### src/rtl/sa_pkg.sv
// Shared widths, FSM state encoding and result arithmetic for the SA job sequencer.
package sa_pkg;

    localparam int TW = 10;
    localparam int XW = 8;
    localparam int YW = 10;
    localparam int EW = 11;

    typedef enum logic [1:0] {
        ST_IDLE  = 2'd0,
        ST_START = 2'd1,
        ST_WAIT  = 2'd2,
        ST_DRAIN = 2'd3
    } seq_state_t;

    // Signed distance of the solver result from its target, one extra bit for the sign.
    function automatic logic [EW-1:0] calc_err(input logic [YW-1:0] y, input logic [TW-1:0] t);
        calc_err = {1'b0, y} - {1'b0, t};
    endfunction

endpackage

### src/rtl/sa_job_fifo.sv
// Job target FIFO: power-of-two depth, write ignored while full, head visible on rdata.
module sa_job_fifo #(
    parameter int DEPTH = 4,
    parameter int DW    = 10
) (
    input  logic          clk,
    input  logic          reset,
    input  logic          push,
    input  logic          pop,
    input  logic [DW-1:0] wdata,
    output logic [DW-1:0] rdata,
    output logic          full,
    output logic          empty
);

    localparam int AW = (DEPTH > 1) ? $clog2(DEPTH) : 1;
    localparam logic [AW:0] DEPTH_C = (AW + 1)'(DEPTH);

    logic [DW-1:0] mem_r [DEPTH];
    logic [AW-1:0] wr_ptr_r;
    logic [AW-1:0] rd_ptr_r;
    logic [AW:0]   count_r;
    logic          push_s;
    logic          pop_s;

    assign full   = (count_r == DEPTH_C);
    assign empty  = (count_r == {(AW + 1){1'b0}});
    assign push_s = push && !full;
    assign pop_s  = pop && !empty;
    assign rdata  = mem_r[rd_ptr_r];

    // Storage array; contents are don't-care until written, so it carries no reset.
    always_ff @(posedge clk) begin
        if (push_s) begin
            mem_r[wr_ptr_r] <= wdata;
        end
    end

    // Pointers and occupancy; pointers wrap naturally because DEPTH is a power of two.
    always_ff @(posedge clk) begin
        if (!reset) begin
            wr_ptr_r <= {AW{1'b0}};
            rd_ptr_r <= {AW{1'b0}};
            count_r  <= {(AW + 1){1'b0}};
        end else begin
            if (push_s) begin
                wr_ptr_r <= wr_ptr_r + {{(AW - 1){1'b0}}, 1'b1};
            end
            if (pop_s) begin
                rd_ptr_r <= rd_ptr_r + {{(AW - 1){1'b0}}, 1'b1};
            end
            case ({push_s, pop_s})
                2'b10:   count_r <= count_r + {{AW{1'b0}}, 1'b1};
                2'b01:   count_r <= count_r - {{AW{1'b0}}, 1'b1};
                default: count_r <= count_r;
            endcase
        end
    end

endmodule

### src/rtl/sa_job_seq.sv
// Sequences queued targets through an external SA solver with a watchdog,
// holding each result until the consumer takes it.
module sa_job_seq
    import sa_pkg::*;
#(
    parameter int DEPTH   = 4,
    parameter int TIMEOUT = 1023
) (
    input  logic          clk,
    input  logic          reset,
    input  logic          in_valid,
    output logic          in_ready,
    input  logic [TW-1:0] in_target,
    output logic          sa_start,
    output logic [TW-1:0] sa_target,
    input  logic          sa_done,
    input  logic [XW-1:0] sa_x,
    input  logic [YW-1:0] sa_y,
    output logic          res_valid,
    input  logic          res_ready,
    output logic [TW-1:0] res_target,
    output logic [XW-1:0] res_x,
    output logic [YW-1:0] res_y,
    output logic [EW-1:0] res_err,
    output logic          res_timeout,
    output logic          busy
);

    localparam int WW = $clog2(TIMEOUT + 1);
    // Abort on the edge where the count would reach TIMEOUT, so a done rise up to
    // TIMEOUT cycles after sa_start is still accepted.
    localparam logic [WW-1:0] WD_LAST = WW'(TIMEOUT - 1);

    seq_state_t    state_r;
    logic [WW-1:0] wd_r;
    logic          done_q_r;
    logic          sa_start_r;
    logic [TW-1:0] sa_target_r;
    logic          res_valid_r;
    logic          res_timeout_r;
    logic [TW-1:0] res_target_r;
    logic [XW-1:0] res_x_r;
    logic [YW-1:0] res_y_r;
    logic [EW-1:0] res_err_r;

    logic [TW-1:0] fifo_rdata_s;
    logic          fifo_full_s;
    logic          fifo_empty_s;
    logic          push_s;
    logic          pop_s;
    logic          done_rise_s;

    assign push_s      = in_valid && !fifo_full_s;
    assign pop_s       = (state_r == ST_IDLE) && !fifo_empty_s && !res_valid_r;
    assign done_rise_s = sa_done && !done_q_r;

    sa_job_fifo #(
        .DEPTH (DEPTH),
        .DW    (TW)
    ) u_fifo (
        .clk   (clk),
        .reset (reset),
        .push  (push_s),
        .pop   (pop_s),
        .wdata (in_target),
        .rdata (fifo_rdata_s),
        .full  (fifo_full_s),
        .empty (fifo_empty_s)
    );

    // Job FSM, watchdog, done-edge detector and result register.
    always_ff @(posedge clk) begin
        if (!reset) begin
            state_r       <= ST_IDLE;
            wd_r          <= {WW{1'b0}};
            done_q_r      <= 1'b0;
            sa_start_r    <= 1'b0;
            sa_target_r   <= {TW{1'b0}};
            res_valid_r   <= 1'b0;
            res_timeout_r <= 1'b0;
            res_target_r  <= {TW{1'b0}};
            res_x_r       <= {XW{1'b0}};
            res_y_r       <= {YW{1'b0}};
            res_err_r     <= {EW{1'b0}};
        end else begin
            done_q_r <= sa_done;
            if (res_valid_r && res_ready) begin
                res_valid_r <= 1'b0;
            end
            case (state_r)
                ST_IDLE: begin
                    if (pop_s) begin
                        state_r     <= ST_START;
                        sa_start_r  <= 1'b1;
                        sa_target_r <= fifo_rdata_s;
                    end
                end
                ST_START: begin
                    state_r    <= ST_WAIT;
                    sa_start_r <= 1'b0;
                    wd_r       <= {WW{1'b0}};
                end
                ST_WAIT: begin
                    if (done_rise_s) begin
                        res_target_r  <= sa_target_r;
                        res_x_r       <= sa_x;
                        res_y_r       <= sa_y;
                        res_err_r     <= calc_err(sa_y, sa_target_r);
                        res_timeout_r <= 1'b0;
                        res_valid_r   <= 1'b1;
                        state_r       <= ST_DRAIN;
                    end else if (wd_r == WD_LAST) begin
                        res_target_r  <= sa_target_r;
                        res_x_r       <= {XW{1'b0}};
                        res_y_r       <= {YW{1'b0}};
                        res_err_r     <= {EW{1'b0}};
                        res_timeout_r <= 1'b1;
                        res_valid_r   <= 1'b1;
                        state_r       <= ST_IDLE;
                    end else begin
                        wd_r <= wd_r + {{(WW - 1){1'b0}}, 1'b1};
                    end
                end
                ST_DRAIN: begin
                    if (!sa_done) begin
                        state_r <= ST_IDLE;
                    end
                end
                default: begin
                    state_r    <= ST_IDLE;
                    sa_start_r <= 1'b0;
                end
            endcase
        end
    end

    assign in_ready    = !fifo_full_s;
    assign busy        = (state_r != ST_IDLE);
    assign sa_start    = sa_start_r;
    assign sa_target   = sa_target_r;
    assign res_valid   = res_valid_r;
    assign res_timeout = res_timeout_r;
    assign res_target  = res_target_r;
    assign res_x       = res_x_r;
    assign res_y       = res_y_r;
    assign res_err     = res_err_r;

endmodule
### config.mk
export PLATFORM = sky130hd
export DESIGN_NAME = sa_job_seq
export DESIGN_NICKNAME = d
export VERILOG_FILES = /design/src/rtl/sa_pkg.sv /design/src/rtl/sa_job_fifo.sv /design/src/rtl/sa_job_seq.sv
export SDC_FILE = /design/constraint.sdc
export NUM_CORES = 1
export LEC_CHECK = 0
export ABC_CLOCK_PERIOD_IN_PS = 3400
export BUFFER_PORTS_ARGS = -buffer_cell sky130_fd_sc_hd__buf_2
export CORE_UTILIZATION = 58
export CTS_BUF_LIST = sky130_fd_sc_hd__clkbuf_4
export DETAILED_ROUTE_END_ITERATION = 10
export PLACE_DENSITY_LB_ADDON = 0.12
export SYNTH_ARGS = -nofsm -noshare
export SYNTH_HDL_FRONTEND = slang
export SYNTH_SLANG_ARGS = --single-unit
### constraint.sdc
create_clock -name clk -period 3.4 [get_ports clk]
set_input_delay 0.68 -clock clk [delete_from_list [all_inputs] [get_ports clk]]
set_output_delay 0.68 -clock clk [all_outputs]
set_load 0.005 [all_outputs]
==> impl_metrics.env, run 1 <==
export IMPL_synth_cell_area_mm2=0.00487
export IMPL_pre_cts_ws_ns=0.731
export IMPL_synth_area_per_cell_um2=11.3
export IMPL_cts_sinks=112
export IMPL_cts_buffer_depth=2
export IMPL_vias=3401
export IMPL_grt_pass1_vias=3114
export IMPL_relSlewSlack_pct=49.5
export IMPL_drt_iter0_drc=104
export IMPL_status="complete, no violations"
export IMPL_post_cts_resized=0
export IMPL_finalSetupViolCount=0
export IMPL_postRouteAntennaNets=0
export IMPL_final_area_mm2=0.00547
export IMPL_ys_flop_type="dfxtp_1"
export IMPL_synth_nets=482
export IMPL_cts_buffers_inserted=9
export IMPL_io_pins=87
export IMPL_synth_cells=430
export IMPL_initial_core_util_pct=59.6
export IMPL_htreeDepth=3
export IMPL_hold_path_class="in -> reg"
export IMPL_drc_errors=0
export IMPL_antenna_found_initial=0
export IMPL_crit_fanout=14
export IMPL_path_buf_inv=2
export IMPL_ys_seq_elements=112
export IMPL_path_cells="or2_1, or3_1, clkinv_8, ha_1, inv_1, fa_1, xor2_1, or3_1, a21boi_0"
export IMPL_drive_gt1_share_pct=27.4
export IMPL_nFillCells=646
export IMPL_grt_usage_pct=21.9
export IMPL_final_core_util_pct=66.9
export IMPL_max_freq_mhz=371
export IMPL_peakVddDrop_v=0.000348
export IMPL_power_uw=3630
export IMPL_cts_root_buf="clkbuf_4"
export IMPL_fin_skew_ns=0.0228
export IMPL_drt_wl_total_um=9190
export IMPL_row_count=33
export IMPL_setup_ws_ns=0.706
export IMPL_path_class="reg -> reg"
export IMPL_synth_edf_count=40
export IMPL_finalSetupTns_ns=0
export IMPL_place_area_mm2=0.00531
export IMPL_post_drt_wl_per_cell_um=14.8
export IMPL_gp_congestion=0.868
export IMPL_finalHoldViolations=0
export IMPL_post_dp_hpwl_um=6590
export IMPL_cap_violations=0
export IMPL_cts_hold_buf=0
export IMPL_p_per_area_mw_per_mm2=664
export IMPL_first_pass_iters=4
export IMPL_cts_tree="done"
export IMPL_clk_pin_slew_worst_paths_ns=0.18
export IMPL_port_buffers=86
export IMPL_critPathLaunchType="flop"
export IMPL_fp_dieH_um=93.6
export IMPL_synthArstFlopShare_pct=0
export IMPL_grt_max_degree=38
export IMPL_period_share_pct=79.2
export IMPL_fin_nets=562
export IMPL_ys_types=55
export IMPL_clkLatencyLatePin_ns=0.45
export IMPL_ys_warn_count=0
export IMPL_layout_commonest_cell="buf_2"
export IMPL_post_cts_buffers=0
export IMPL_worstMarginPinSlew_ns=0.756
export IMPL_grt_pass1_wl_um=14800
export IMPL_core_mm2=0.00818
export IMPL_die_area_mm2=0.00876
export IMPL_syn2layout_area_growth_pct=12.3
export IMPL_crit_top_cell="or3_1"
export IMPL_period_minus_slack_ns=2.69
export IMPL_final_cell_mix="buf_2 (86), dfxtp_1 (72), nand2_1 (59)"
export IMPL_critical_path_endpoint_type="flop"
export IMPL_max_stage_delay_ns=0.57
export IMPL_crit_required_ns=3.78
export IMPL_crit_family="simple AND/OR/NAND/NOR gates"
export IMPL_yosysSeqAreaShare_pct=54.3
export IMPL_die_w_um=93.6
export IMPL_viasPerCell=5.49
export IMPL_rsz0062_at_grt="no"
export IMPL_crit_arrival_ns=3.08
export IMPL_grt_overflow=0
export IMPL_crit_path_top_delay_cell="or3_1"
export IMPL_report_final_slew_viol_count=0
export IMPL_leakage_uw=0.00220
export IMPL_antenna_cells=0
[worst paths after layout]
path                                          to  slack (ns)                    start  cells past startpoint
setup / recovery  u_fifo.count_r[2]$_SDFFE_PN0P_        0.71  state_r[0]$_SDFFE_PN0P_                      9
setup reg to reg  u_fifo.count_r[2]$_SDFFE_PN0P_        0.71  state_r[0]$_SDFFE_PN0P_                      9
hold reg to reg          res_err[3]$_SDFFE_PN0P_        0.47  res_err[3]$_SDFFE_PN0P_                      2
hold / removal             res_x[6]$_SDFFE_PN0P_        0.43                  sa_x[6]                      2
[flip-flops by register name, indices dropped and copies added, names as in the netlist]
register and flops:
u_fifo.mem_r 40, res_err 11, res_target 10, res_y 10, sa_target 10, wd_r 10, res_x 8, u_fifo.count_r 3
state_r 2, u_fifo.rd_ptr_r 2, u_fifo.wr_ptr_r 2, done_q_r 1, res_timeout 1, res_valid 1, sa_start 1
[power breakdown]
group          internal (uW)  total [uW]  switching [uW]
combinational            513        1190             674
clock                    240         686             446
sequential              1580        1750             172
[through the flow]
step | hold WS, ns | instances
after floorplan | 0.446 | 430
after global placement | 0.434 | 604
after detailed placement | 0.445 | 604
after CTS | 0.393 | 620
after global routing | 0.385 | 620
final | 0.429 | 620
[logic make-up after synthesis]
logic type	after synthesis	synth area share, %
buffers and inverters	41	4.73
adders and majority gates	19	5.19
DFF	112	54.3
muxes	11	4.83
AOI/OAI and AO/OA	91	13.7
and+or+nand+nor	144	15.1
xor gates and xnor gates	12	2.16
[layer usage]
layer / wire length [um] / part of all wire (%) / vias up / track usage [%]
li1: - / - / 1700 / -
met1: 4200 / 46 / 1608 / 28.2
met2: 4500 / 49 / 89 / 37.3
met3: 424 / 4.6 / 4 / 3.58
met4: 53 / 0.58 / 0 / 8.08
met5: 0 / 0 / - / 0
[layout make-up]
| type | count | area (um2) | area share [%] |
|---|---|---|---|
| flip-flops and latches | 112 | 2640 | 48.4 |
| multi-input cells | 277 | 2000 | 36.5 |
| repair buffers | 89 | 453 | 8.29 |
| well taps | 105 | 131 | 2.40 |
| inverters | 21 | 91.3 | 1.67 |
| clock inverters | 7 | 83.8 | 1.53 |
| clock buffers | 9 | 67.6 | 1.24 |
[Yosys cell counts, types with 2 or more instances]
cell / count / area share (%)
nor4_1: 2 / 0.26
nand2_1: 59 / 4.5
or3_1: 5 / 0.64
fa_1: 2 / 0.82
a21boi_0: 6 / 0.93
nand2b_1: 6 / 0.77
nor3b_1: 2 / 0.31
nand3_1: 16 / 1.6
buf_6: 5 / 1.2
a21o_1: 2 / 0.31
o2111ai_1: 2 / 0.36
a21boi_2: 9 / 2.1
o21ai_0: 27 / 2.8
nand3b_1: 2 / 0.31
a21boi_1: 2 / 0.31
and2_1: 7 / 0.90
ha_1: 17 / 4.4
clkbuf_1: 7 / 0.54
dfxtp_1: 72 / 30
inv_1: 20 / 1.5
and3_1: 10 / 1.3
nor3_1: 4 / 0.41
buf_2: 5 / 0.51
nand4_1: 3 / 0.39
a22o_1: 16 / 2.9
nor2b_1: 4 / 0.51
o211ai_1: 5 / 0.77
nor2_1: 9 / 0.69
a32o_1: 2 / 0.41
xor2_1: 3 / 0.54
xnor2_1: 9 / 1.6
nand2_2: 8 / 1.0
edfxtp_1: 40 / 25
a21oi_1: 12 / 1.2
mux4_2: 10 / 4.6
Note: power is estimated with default switching activity, not from simulation.
==> run 2: changes to the inputs <==
--- a/config.mk
+++ b/config.mk
@@ -5,7 +5,7 @@
 export SDC_FILE = /design/constraint.sdc
 export NUM_CORES = 1
 export LEC_CHECK = 0
-export ABC_CLOCK_PERIOD_IN_PS = 3400
+export ABC_CLOCK_PERIOD_IN_PS = 2600
 export BUFFER_PORTS_ARGS = -buffer_cell sky130_fd_sc_hd__buf_2
 export CORE_UTILIZATION = 58
 export CTS_BUF_LIST = sky130_fd_sc_hd__clkbuf_4
==> constraint.sdc (replaced) <==
create_clock -name clk -period 2.6 [get_ports clk]
set_input_delay 0.52 -clock clk [delete_from_list [all_inputs] [get_ports clk]]
set_output_delay 0.52 -clock clk [all_outputs]
set_load 0.005 [all_outputs]
==> run 2 against run 1 <==
Against the previous run: global-route usage is 0.60 points higher; total power up 36%; clock power grew 47%; die area stayed put; sequential share of layout area decreased by 0.62 points; hold slack got worse by 0.16 ns; worst setup slack got worse by 0.50 ns; sequential cell count stayed put; non-clock buffer count is 5 higher; utilization rose by 0.87 points; first-iteration DRC count is 38% higher; largest cell class unchanged; critical path depth is the same.
==> impl_metrics.env, run 2 (synthesis gave the netlist of run 1 again) <==
export IMPL_initial_core_util_pct=59.6
export IMPL_post_cts_resized=0
export IMPL_antenna_found_initial=0
export IMPL_final_core_util_pct=67.7
export IMPL_cts_root_buf="clkbuf_4"
export IMPL_grt_usage_pct=22.5
export IMPL_post_drt_wl_per_cell_um=15.0
export IMPL_viasPerCell=5.49
export IMPL_io_pins=87
export IMPL_period_minus_slack_ns=2.39
export IMPL_clk_pin_slew_worst_paths_ns=0.18
export IMPL_endpoint="u_fifo.count_r[2]$_SDFFE_PN0P_"
export IMPL_relSlewSlack_pct=57.8
export IMPL_fp_dieH_um=93.6
export IMPL_port_buffers=86
export IMPL_first_pass_iters=4
export IMPL_cap_violations=0
export IMPL_grt_max_degree=36
export IMPL_clkLatencyLatePin_ns=0.45
export IMPL_p_per_area_mw_per_mm2=892
export IMPL_core_mm2=0.00818
export IMPL_peakVddDrop_v=0.000523
export IMPL_drc_errors=0
export IMPL_grt_overflow=0
export IMPL_fin_skew_ns=0.0188
export IMPL_rr_worst_depth=9
export IMPL_vias=3434
export IMPL_drive_gt1_share_pct=28.3
export IMPL_layout_commonest_cell="buf_2"
export IMPL_syn2layout_area_growth_pct=13.7
export IMPL_postRouteAntennaNets=0
export IMPL_htreeDepth=3
export IMPL_crit_arrival_ns=2.77
export IMPL_die_w_um=93.6
export IMPL_grt_pass1_vias=3158
export IMPL_worstMarginPinSlew_ns=0.629
export IMPL_hold_path_class="in -> reg"
export IMPL_cts_buffer_depth=2
export IMPL_r2r_slack_ns=0.21
export IMPL_post_cts_buffers=0
export IMPL_crit_fanout=12
export IMPL_cts_hold_buf=0
export IMPL_drt_wl_total_um=9360
export IMPL_top_register="u_fifo.mem_r"
export IMPL_power_uw=4940
export IMPL_antenna_cells=0
export IMPL_hold_worst_slack_ns=0.265
export IMPL_final_cell_mix="buf_2 (86), dfxtp_1 (72), nand2_1 (59)"
export IMPL_place_area_mm2=0.00535
export IMPL_period_share_pct=91.9
export IMPL_cts_tree="done"
export IMPL_cts_sinks=112
export IMPL_fin_nets=567
export IMPL_rsz0062_at_grt="no"
export IMPL_gp_congestion=0.840
export IMPL_finalSetupTns_ns=0
export IMPL_status="complete, no violations"
export IMPL_row_count=33
export IMPL_max_freq_mhz=418
export IMPL_critPathLaunchType="flop"
export IMPL_post_dp_hpwl_um=6610
export IMPL_critical_path_endpoint_type="flop"
export IMPL_crit_required_ns=2.98
export IMPL_die_area_mm2=0.00876
export IMPL_largest_reg_flops=40
export IMPL_cts_buffers_inserted=9
export IMPL_grt_pass1_wl_um=15100
export IMPL_r2r_end="u_fifo.count_r[2]$_SDFFE_PN0P_"
export IMPL_cp_startpoint="state_r[0]$_SDFFE_PN0P_"
export IMPL_r2r_start="state_r[0]$_SDFFE_PN0P_"
export IMPL_final_area_mm2=0.00554
export IMPL_finalSetupViolCount=0
export IMPL_path_class="reg -> reg"
export IMPL_drt_iter0_drc=143
export IMPL_finalHoldViolations=0
export IMPL_report_final_slew_viol_count=0
export IMPL_leakage_uw=0.00224
-- run 2: how the worst min path moves through the flow --
| stage | startpoint | to | slack (ns) | cells after the start |
|---|---|---|---|---|
| 2_1_floorplan | res_err[0]$_SDFFE_PN0P_ | res_err[0]$_SDFFE_PN0P_ | 0.45 | 2 |
| 3_3_place_gp | res_err[3]$_SDFFE_PN0P_ | res_err[3]$_SDFFE_PN0P_ | 0.43 | 2 |
| 3_5_place_dp | res_err[3]$_SDFFE_PN0P_ | res_err[3]$_SDFFE_PN0P_ | 0.44 | 2 |
| 4_1_cts | sa_x[1] | res_x[1]$_SDFFE_PN0P_ | 0.24 | 2 |
| 5_1_grt | sa_x[1] | res_x[1]$_SDFFE_PN0P_ | 0.22 | 2 |
| 6_report | in_target[3] | u_fifo.mem_r[1][3]$_DFFE_PP_ | 0.27 | 1 |
-- run 2: cell type report --
| cell class | count | area (um2) |
|---|---|---|
| sequential | 112 | 2640 |
| tap | 105 | 131 |
| clock buffer | 9 | 67.6 |
| clock inverter | 7 | 113 |
| inverter | 21 | 91.3 |
| fill | 626 | 2640 |
| multi-input combinational | 277 | 2000 |
| timing repair buffer | 94 | 490 |
-- run 2: worst max-delay path, stage by stage (launching register included) --
cell and delay [ns]:
dfxtp_1 0.38, or2_1 0.25, or3_4 0.37, clkinv_8 0.10, ha_1 0.18, inv_1 0.06
fa_1 0.37, xor2_1 0.16, or3_1 0.29, a21boi_0 0.17
-- run 2: layer usage --
metal	vias to the layer above	GRT usage, %	share of wire (%)
met5	-	0	0
met4	0	7.95	1.5
met3	14	4.07	4.9
met2	89	38.0	48
met1	1624	29.2	46
li1	1707	-	-
-- run 2: per-stage QoR --
stage                     worst slack, ns  cells
after global placement              0.232    609
after detailed placement            0.150    609
final                               0.210    625
after floorplan                     0.174    430
after CTS                           0.121    625
after global routing               0.0611    625
-- run 2: where the power goes --
part / switching [uW] / leakage [uW] / internal, uW
Combinational: 943 / 0.00119 / 725
Clock: 601 / 0.0000914 / 410
Sequential: 191 / 0.000951 / 2070
